## src/rtl/lcd_bus_receiver.sv

```systemverilog
// ============================================================================
// Module   : lcd_bus_receiver
// Brief    : 8080-style LCD bus decoder (CASET/PASET/RAMWR/SWRESET/DISPON/
//            DISPOFF) producing windowed RGB565 pixels on a valid/ready port.
//            Define LCD_RX_ERR_CNT_EN to add the err_cnt error counter output.
// Revision : 1.0 - initial release
// ============================================================================
`default_nettype none

module lcd_bus_receiver #(
    parameter int WIDTH   = 240,
    parameter int HEIGHT  = 320,
    parameter int COORD_W = 9
) (
    input  logic               clk,
    input  logic               rst,
    input  logic               sync,
    input  logic               wr,
    input  logic               dcx,
    input  logic [7:0]         D,
    input  logic               px_ready,
    output logic               px_valid,
    output logic [COORD_W-1:0] px_x,
    output logic [COORD_W-1:0] px_y,
    output logic [15:0]        px_color,
    output logic               disp_on,
    output logic               overrun
`ifdef LCD_RX_ERR_CNT_EN
    ,
    output logic [7:0]         err_cnt
`endif
);

    localparam logic [2:0] c_ST_IDLE     = 3'd0;
    localparam logic [2:0] c_ST_CASET    = 3'd1;
    localparam logic [2:0] c_ST_PASET    = 3'd2;
    localparam logic [2:0] c_ST_RAMWR_HI = 3'd3;
    localparam logic [2:0] c_ST_RAMWR_LO = 3'd4;
    localparam logic [2:0] c_ST_IGNORE   = 3'd5;

    localparam logic [7:0] c_OP_SWRESET = 8'h01;
    localparam logic [7:0] c_OP_DISPOFF = 8'h28;
    localparam logic [7:0] c_OP_DISPON  = 8'h29;
    localparam logic [7:0] c_OP_CASET   = 8'h2A;
    localparam logic [7:0] c_OP_PASET   = 8'h2B;
    localparam logic [7:0] c_OP_RAMWR   = 8'h2C;

    localparam logic [COORD_W-1:0] c_EC_RST = COORD_W'(WIDTH - 1);
    localparam logic [COORD_W-1:0] c_EP_RST = COORD_W'(HEIGHT - 1);

    logic [2:0]         state_q, state_d;
    logic               wr_d_q;
    logic [1:0]         arg_cnt_q, arg_cnt_d;
    logic [23:0]        args_q, args_d;
    logic [7:0]         hi_q, hi_d;
    logic [COORD_W-1:0] sc_q, sc_d, ec_q, ec_d, sp_q, sp_d, ep_q, ep_d;
    logic [COORD_W-1:0] cur_x_q, cur_x_d, cur_y_q, cur_y_d;
    logic               px_valid_q, px_valid_d;
    logic [COORD_W-1:0] px_x_q, px_x_d, px_y_q, px_y_d;
    logic [15:0]        px_color_q, px_color_d;
    logic               disp_on_q, disp_on_d;
    logic               overrun_q, overrun_d;
`ifdef LCD_RX_ERR_CNT_EN
    logic [7:0]         err_cnt_q, err_cnt_d;
`endif

    logic               w_acc;
    logic [COORD_W-1:0] w_arg_start, w_arg_end;

    assign w_acc       = wr & ~wr_d_q;
    // Window arguments are 16-bit big-endian; only the low COORD_W bits are kept.
    assign w_arg_start = COORD_W'(args_q[23:8]);
    assign w_arg_end   = COORD_W'({args_q[7:0], D});

    always_ff @(posedge clk) begin
        if (rst) begin
            state_q    <= c_ST_IDLE;
            wr_d_q     <= 1'b0;
            arg_cnt_q  <= '0;
            args_q     <= '0;
            hi_q       <= '0;
            sc_q       <= '0;
            ec_q       <= c_EC_RST;
            sp_q       <= '0;
            ep_q       <= c_EP_RST;
            cur_x_q    <= '0;
            cur_y_q    <= '0;
            px_valid_q <= 1'b0;
            px_x_q     <= '0;
            px_y_q     <= '0;
            px_color_q <= '0;
            disp_on_q  <= 1'b0;
            overrun_q  <= 1'b0;
`ifdef LCD_RX_ERR_CNT_EN
            err_cnt_q  <= '0;
`endif
        end else begin
            state_q    <= state_d;
            wr_d_q     <= wr;
            arg_cnt_q  <= arg_cnt_d;
            args_q     <= args_d;
            hi_q       <= hi_d;
            sc_q       <= sc_d;
            ec_q       <= ec_d;
            sp_q       <= sp_d;
            ep_q       <= ep_d;
            cur_x_q    <= cur_x_d;
            cur_y_q    <= cur_y_d;
            px_valid_q <= px_valid_d;
            px_x_q     <= px_x_d;
            px_y_q     <= px_y_d;
            px_color_q <= px_color_d;
            disp_on_q  <= disp_on_d;
            overrun_q  <= overrun_d;
`ifdef LCD_RX_ERR_CNT_EN
            err_cnt_q  <= err_cnt_d;
`endif
        end
    end

    always_comb begin
        state_d    = state_q;
        arg_cnt_d  = arg_cnt_q;
        args_d     = args_q;
        hi_d       = hi_q;
        sc_d       = sc_q;
        ec_d       = ec_q;
        sp_d       = sp_q;
        ep_d       = ep_q;
        cur_x_d    = cur_x_q;
        cur_y_d    = cur_y_q;
        px_valid_d = px_valid_q;
        px_x_d     = px_x_q;
        px_y_d     = px_y_q;
        px_color_d = px_color_q;
        disp_on_d  = disp_on_q;
        overrun_d  = overrun_q;
`ifdef LCD_RX_ERR_CNT_EN
        err_cnt_d  = err_cnt_q;
`endif

        if (px_valid_q && px_ready) begin
            px_valid_d = 1'b0;
        end

        if (sync) begin
            state_d   = c_ST_IDLE;
            arg_cnt_d = '0;
        end else if (w_acc && !dcx) begin
            state_d   = c_ST_IDLE;
            arg_cnt_d = '0;
            case (D)
                c_OP_CASET:   state_d = c_ST_CASET;
                c_OP_PASET:   state_d = c_ST_PASET;
                c_OP_RAMWR: begin
                    state_d = c_ST_RAMWR_HI;
                    cur_x_d = sc_q;
                    cur_y_d = sp_q;
                end
                c_OP_DISPON:  disp_on_d = 1'b1;
                c_OP_DISPOFF: disp_on_d = 1'b0;
                c_OP_SWRESET: begin
                    sc_d      = '0;
                    ec_d      = c_EC_RST;
                    sp_d      = '0;
                    ep_d      = c_EP_RST;
                    cur_x_d   = '0;
                    cur_y_d   = '0;
                    disp_on_d = 1'b0;
                    overrun_d = 1'b0;
`ifdef LCD_RX_ERR_CNT_EN
                    err_cnt_d = '0;
`endif
                    // A pending pixel survives a software reset.
                    if (!px_valid_q) begin
                        px_x_d     = '0;
                        px_y_d     = '0;
                        px_color_d = '0;
                    end
                end
                default: begin
                    state_d = c_ST_IGNORE;
`ifdef LCD_RX_ERR_CNT_EN
                    if (err_cnt_q != 8'hFF) err_cnt_d = err_cnt_q + 8'd1;
`endif
                end
            endcase
        end else if (w_acc) begin
            case (state_q)
                c_ST_CASET, c_ST_PASET: begin
                    if (arg_cnt_q == 2'd3) begin
                        if (state_q == c_ST_CASET) begin
                            sc_d = w_arg_start;
                            ec_d = w_arg_end;
                        end else begin
                            sp_d = w_arg_start;
                            ep_d = w_arg_end;
                        end
                        state_d   = c_ST_IDLE;
                        arg_cnt_d = '0;
                    end else begin
                        args_d    = {args_q[15:0], D};
                        arg_cnt_d = arg_cnt_q + 2'd1;
                    end
                end
                c_ST_RAMWR_HI: begin
                    hi_d    = D;
                    state_d = c_ST_RAMWR_LO;
                end
                c_ST_RAMWR_LO: begin
                    state_d = c_ST_RAMWR_HI;
                    if (!px_valid_q || px_ready) begin
                        px_valid_d = 1'b1;
                        px_x_d     = cur_x_q;
                        px_y_d     = cur_y_q;
                        px_color_d = {hi_q, D};
                    end else begin
                        overrun_d = 1'b1;
`ifdef LCD_RX_ERR_CNT_EN
                        if (err_cnt_q != 8'hFF) err_cnt_d = err_cnt_q + 8'd1;
`endif
                    end
                    // >= makes an inverted window pin the cursor to its start.
                    if (cur_x_q >= ec_q) begin
                        cur_x_d = sc_q;
                        cur_y_d = (cur_y_q >= ep_q) ? sp_q : cur_y_q + 1'b1;
                    end else begin
                        cur_x_d = cur_x_q + 1'b1;
                    end
                end
                default: ;
            endcase
        end
    end

    always_comb begin
        px_valid = px_valid_q;
        px_x     = px_x_q;
        px_y     = px_y_q;
        px_color = px_color_q;
        disp_on  = disp_on_q;
        overrun  = overrun_q;
`ifdef LCD_RX_ERR_CNT_EN
        err_cnt  = err_cnt_q;
`endif
    end

endmodule

`default_nettype wire
```

## config.mk

```make
export PLATFORM = sky130hd
export DESIGN_NAME = lcd_bus_receiver
export DESIGN_NICKNAME = d
export VERILOG_FILES = /design/src/rtl/lcd_bus_receiver.sv
export SDC_FILE = /design/constraint.sdc
export NUM_CORES = 1
export LEC_CHECK = 0
export BUFFER_PORTS_ARGS = -buffer_cell sky130_fd_sc_hd__buf_2
export CORE_ASPECT_RATIO = 0.9
export CORE_MARGIN = 2
export CORE_UTILIZATION = 55
export CTS_CLUSTER_DIAMETER = 50
export DETAILED_ROUTE_END_ITERATION = 16
export PLACE_DENSITY = 0.75
export SYNTH_ARGS = -nofsm -noshare
export SYNTH_HDL_FRONTEND = slang
export SYNTH_SLANG_ARGS = --single-unit
```

## constraint.sdc

```tcl
create_clock -name clk -period 6.1 [get_ports clk]
set_clock_uncertainty 0.1 [all_clocks]
set_input_delay 0.305 -clock clk [delete_from_list [all_inputs] [get_ports clk]]
set_output_delay 0.305 -clock clk [all_outputs]
set_load 0.02 [all_outputs]
```

## After elaboration in Yosys (flattened, before gate mapping)

Cells that the tools add are included.

| storage, ports and cells | value |
|---|---|
| logic and storage cells | 142 |
| output and inout bits | 37 |
| flip-flop bits (word level) | 122 |
| input port bits | 14 |

| operators by class | value |
|---|---|
| mux-type cells | 68 |
| bitwise logic cells | 5 |
| reductions and logical operators | 30 |
| order comparisons | 2 |
| eq/ne operators | 17 |
| $add $sub $neg | 3 |

Operators with widths:

| cell | count |
|---|---|
| $mux 9 | 42 |
| $mux 16 | 6 |
| $eq 8x6->1 const B | 5 |
| $pmux 9 s2 | 2 |
| $add 9x1->9 const B | 2 |
| $ge 9x9->1 | 2 |
| $reduce_and 6->1 | 3 |
| $reduce_bool 2->1 | 8 |
| $reduce_and 5->1 | 3 |
| $pmux 3 s4 | 1 |
| $mux 1 | 11 |
| $mux 3 | 3 |
| $pmux 3 s3 | 1 |
| $eq 8x1->1 const B | 1 |
| $reduce_and 4->1 | 2 |
| $eq 3x2->1 const B | 2 |
| $ne 2x2->1 const B | 3 |
| $reduce_and 3->1 | 2 |
| $reduce_or 2->1 | 3 |
| $reduce_or 3->1 | 2 |
| $not 1->1 | 4 |
| $reduce_bool 4->1 | 1 |
| $eq 3x1->1 const B | 1 |
| $eq 3x3->1 const B | 1 |
| other kinds (12) | 14 |

## Depth between registers and ports, before layout

| logic depth | value |
|---|---|
| depth after elaboration | 7 |
| gate-level depth with buffers | 10 |

## Least setup slack after synthesis

No wires, ideal clock.

| path | value |
|---|---|
| path kind | register -> register |
| start | reg cur_x_q[2] |
| end | reg cur_x_q[8] |
| data arrival time | 2.561 ns |
| setup slack | 3.308 ns |
| stages on the path, launching flop included | 9 |
| path buffers | 1 |
| clock period less this slack | 2.792 ns |
| cell sequence | dfxtp_1 > ha_1 > a211o_1 > a311o_1 > a311oi_1 > clkbuf_1 > nor2_1 > a221oi_1 > nor3_1 |

| on the way | value |
|---|---|
| longest elaborated chain between the ends | 5 |

RTL lines:

| element | RTL line | source |
|---|---|---|
| from (decl) | 57 | `logic [COORD_W-1:0] cur_x_q, cur_x_d, cur_y_q, cur_y_d;` |
| from (signal assigned) | 107 | `cur_x_q <= cur_x_d;` |
| $add 9x1->9 or $ge 9x9->1 (tied branches) | 228, 224 |  |
| $mux 9 * | 224 | `if (cur_x_q >= ec_q) begin` |
| $mux 9 * | 189 | `case (state_q)` |
| $mux 9 * | 188 | `end else if (w_acc) begin` |
| $mux 9 * | 149 | `end else if (w_acc && !dcx) begin` |

Every way passes the cells marked *; elsewhere a longest branch is shown, timed or not. The select of a mux whose other input is x is not followed.
A chain may end at the register's enable or synchronous reset.

## Worst setup path after layout

| path | value |
|---|---|
| start | reg wr_d_q |
| end | reg px_color_q[10], in the netlist px_color[10] |

| on the way | value |
|---|---|
| longest elaborated chain between the ends | 5 |

RTL lines:

| element | RTL line | source |
|---|---|---|
| from (decl) | 52 | `logic wr_d_q;` |
| from (signal assigned) | 99 | `wr_d_q <= wr;` |
| $not 1->1 * | 70 | `assign w_acc = wr & ~wr_d_q;` |
| $and 1x1->1 * | 70 |  |
| $logic_and 1x1->1 | 149 |  |
| $ne 2x2->1 (no line), or another cell as far along | -- |  |
| $reduce_and 6->1 (no line) | -- |  |
| to (signal assigned) | 112 | `px_color_q <= px_color_d;` |
| to (decl) | 60 | `logic [15:0] px_color_q, px_color_d;` |

Every way passes the cells marked *; elsewhere a longest branch is shown, timed or not.

==> impl_metrics.ini <==
[run_status]
run_status = complete, no violations

[synthesis]
synth_commonest_cells = dfxtp_1 (122), nand2_1 (81), a21oi_1 (76)
yosysUniqueCellTypes = 51
synthDominantCellAreaShare_pct = 43.7
ys_ff_latch = 122
asyncSetResetFlopFracSynth_pct = 0
synth.largest_area_cell = dfxtp_1
synth_edf_count = 0
yosysSeqAreaShare_pct = 43.7
synthFlopType = dfxtp_1
synth_area_leaders = dfxtp_1 (44%), a21oi_1 (6.8%), nand3_1 (6.0%)
synth.most_common_cell = dfxtp_1
syn_nets = 717
ys_warn_count = 0
syn_avg_cell_area_um2 = 8.20
netlist_instances = 682
netlist_area_um2 = 5590

[global_routing]
grt_pass1_wl_mm = 23.7
grt_max_degree = 94
track_usage_pct = 28.0
grt_pass1_vias = 4743
grt-ovfl-total = 0
antenna_found_initial = 0

[detailed_routing]
ant_nets = 0
drt_wl_total_mm = 14.5
dr.first_iter.drc_count = 475
routedLengthMet1_mm = 6.56
top_layer_used = met4
num_vias = 5086
wl_per_cell_um = 17.1
drc = 0
dr_wl_met2_mm = 6.76
drtPass1Iterations = 6
vias_per_cell = 5.99
met3_length_um = 927

[power_and_ir_drop]
p_per_area_nw_per_um2 = 299
leakagePower_nw = 2.54
p_total_mw = 1.94
irDropWorstVdd_uv = 239

[placed_design]
dp_slack_ns = 2.89
port_buffers = 50
dp_hpwl_mm = 9.35
gp_congestion = 0.873

[worst_setup_path]
worst-r2r-cell-count = 7
r2r-end = px_color[10]
r2r_slack_ns = 2.98
path_depth = 7
arrival_ns = 3.35
critPathSlowestCell = a221oi_4
cp.required_ns = 6.33
slowest_delay_ns = 0.66
worstSetupPathType = flip-flop to flip-flop
r2r-start = wr_d_q
worstPathMaxFanout = 59
critPathCaptureType = flip-flop
critPathLaunch = wr_d_q
crit_family = buffers and inverters
worstSetupStartpointType = flip-flop
critical_path.endpoint = px_color[10]
critPathBufInv = 2
crit_chain = or3b_2 > buf_4 > nand3_1 > a221oi_4 > buf_4 > nand3_1 > a21oi_1

[cts]
h-tree-depth = 4
cts_hold_buf = 0
clkTransAtPathRegs_ns = 0.05
ctsResizeCount = 0
clock_sinks = 122
insertion_delay_ns = 0.41
cts_tree = done
ctsRootBufferMaster = clkbuf_16
clk_path_buf_depth = 2
numCtsBuffers = 17
postCtsSetupRepairBufs = 0

[finish]
layout-area-overhead-vs-synth_pct = 16.0
n_fill_cell = 822
num-nets-final = 745
antenna_cells = 0
drive_gt1_share_pct = 14.2

[flow_run]
cap_viol_max_count = 0

[die]
coreArea_um2 = 9780
io_pins = 51
die-area_um2 = 11000
dieHeight_um = 99.6
core.rowCount = 34
chipWidth_um = 110
start_util_pct = 57.1

[timing]
fin_ws_ns = 2.98
fin_crit_ns = 3.12
hold_viol_final = 0
tightest_slew_ns = 0.987
setup_viol = 0
slew_headroom_pct = 34.2
fin_crit_sh_pct = 51.1
rsz0062_at_grt = false
finalSetupTns_ns = 0
drv_slew = 0
fmax_mhz = 321

[hold_path]
hp-class = primary input to flip-flop
## sequential cells by signal, indices dropped and copies added (netlist names), 8 cells and up
| name | count |
|---|---|
| px_x | 9 |
| cur_y_q | 9 |
| ec_q | 9 |
| hi_q | 8 |
| px_color | 16 |
| px_y | 9 |
| args_q | 17 |
| cur_x_q | 9 |
| sp_q | 9 |
| ep_q | 9 |
| sc_q | 9 |
## through the flow
stage	instance area, um2	instances	hold WS [ns]	utilization [%]
after global routing	6480	849	0.0566	66.3
after detailed placement	5860	817	0.341	59.9
after CTS	6480	849	0.0443	66.3
after floorplan	5590	682	0.332	-
after global placement	5860	817	0.336	59.9
final	6480	849	0.0517	66.3
## how the worst min path moves through the flow
stage,start,to,slack [ns],cells after the start
6_report,wr,wr_d_q,0.05,2
2_1_floorplan,ec_q[8],ec_q[8],0.33,2
5_1_grt,wr,wr_d_q,0.06,2
3_3_place_gp,px_x[5],px_x[5],0.34,2
3_5_place_dp,px_x[4],px_x[4],0.34,2
4_1_cts,wr,wr_d_q,0.04,2
## layer usage
metal  vias to the layer above  GRT usage (%)
met5                         -              0
met4                         0           11.6
met3                        30           6.75
met2                       170           43.4
met1                      2432           37.3
li1                       2454              -
## logic make-up (layout without fill, tap and decap cells)
logic type	Yosys count	in the layout	synth area share, %
simple gates	289	289	24.4
flops	122	122	43.7
buf+inv	73	114	5.60
compound gates	145	145	16.0
xor+xnor	2	2	0.313
mux	30	30	5.37
fa+ha+maj	21	21	4.70
## worst register-to-register path, stage by stage (launching register included)
cell      delay [ns]
dfxtp_1         0.36
or3b_2          0.25
buf_4           0.58
nand3_1         0.34
a221oi_4        0.66
buf_4           0.43
nand3_1         0.14
a21oi_1         0.19
## cells in the final DEF, fill, tap and decap left out, drive strengths merged, types with 4 or more instances in the layout
cell	n
mux2i	30
nor2b	7
a31oi	7
buf	59
a21oi	76
clkinv	6
nand2	81
nor3	10
inv	24
nand2b	5
clkbuf	20
or2	4
a211o	12
nor2	76
or3	6
nand3	67
a211oi	4
dfxtp	122
nor4	5
nand4	7
bufinv	4
a221oi	5
and3	6
nand3b	5
o21bai	4
ha	21
o21ai	20
## power by group
| group | switching (mW) | internal (mW) |
|---|---|---|
| Clock | 0.364 | 0.703 |
| Combinational | 0.0509 | 0.0177 |
| Sequential | 0.00258 | 0.799 |
## cell type report
class	instances	area, um2	area share [%]
Multi-Input combinational cell	487	2850	44.0
Clock buffer	20	457	7.04
Sequential cell	122	2440	37.7
Timing Repair Buffer	59	320	4.94
Inverter	23	86.3	1.33
Tap cell	126	158	2.43
Clock inverter	12	170	2.62
No activity file was read; power rests on OpenSTA's default activity.
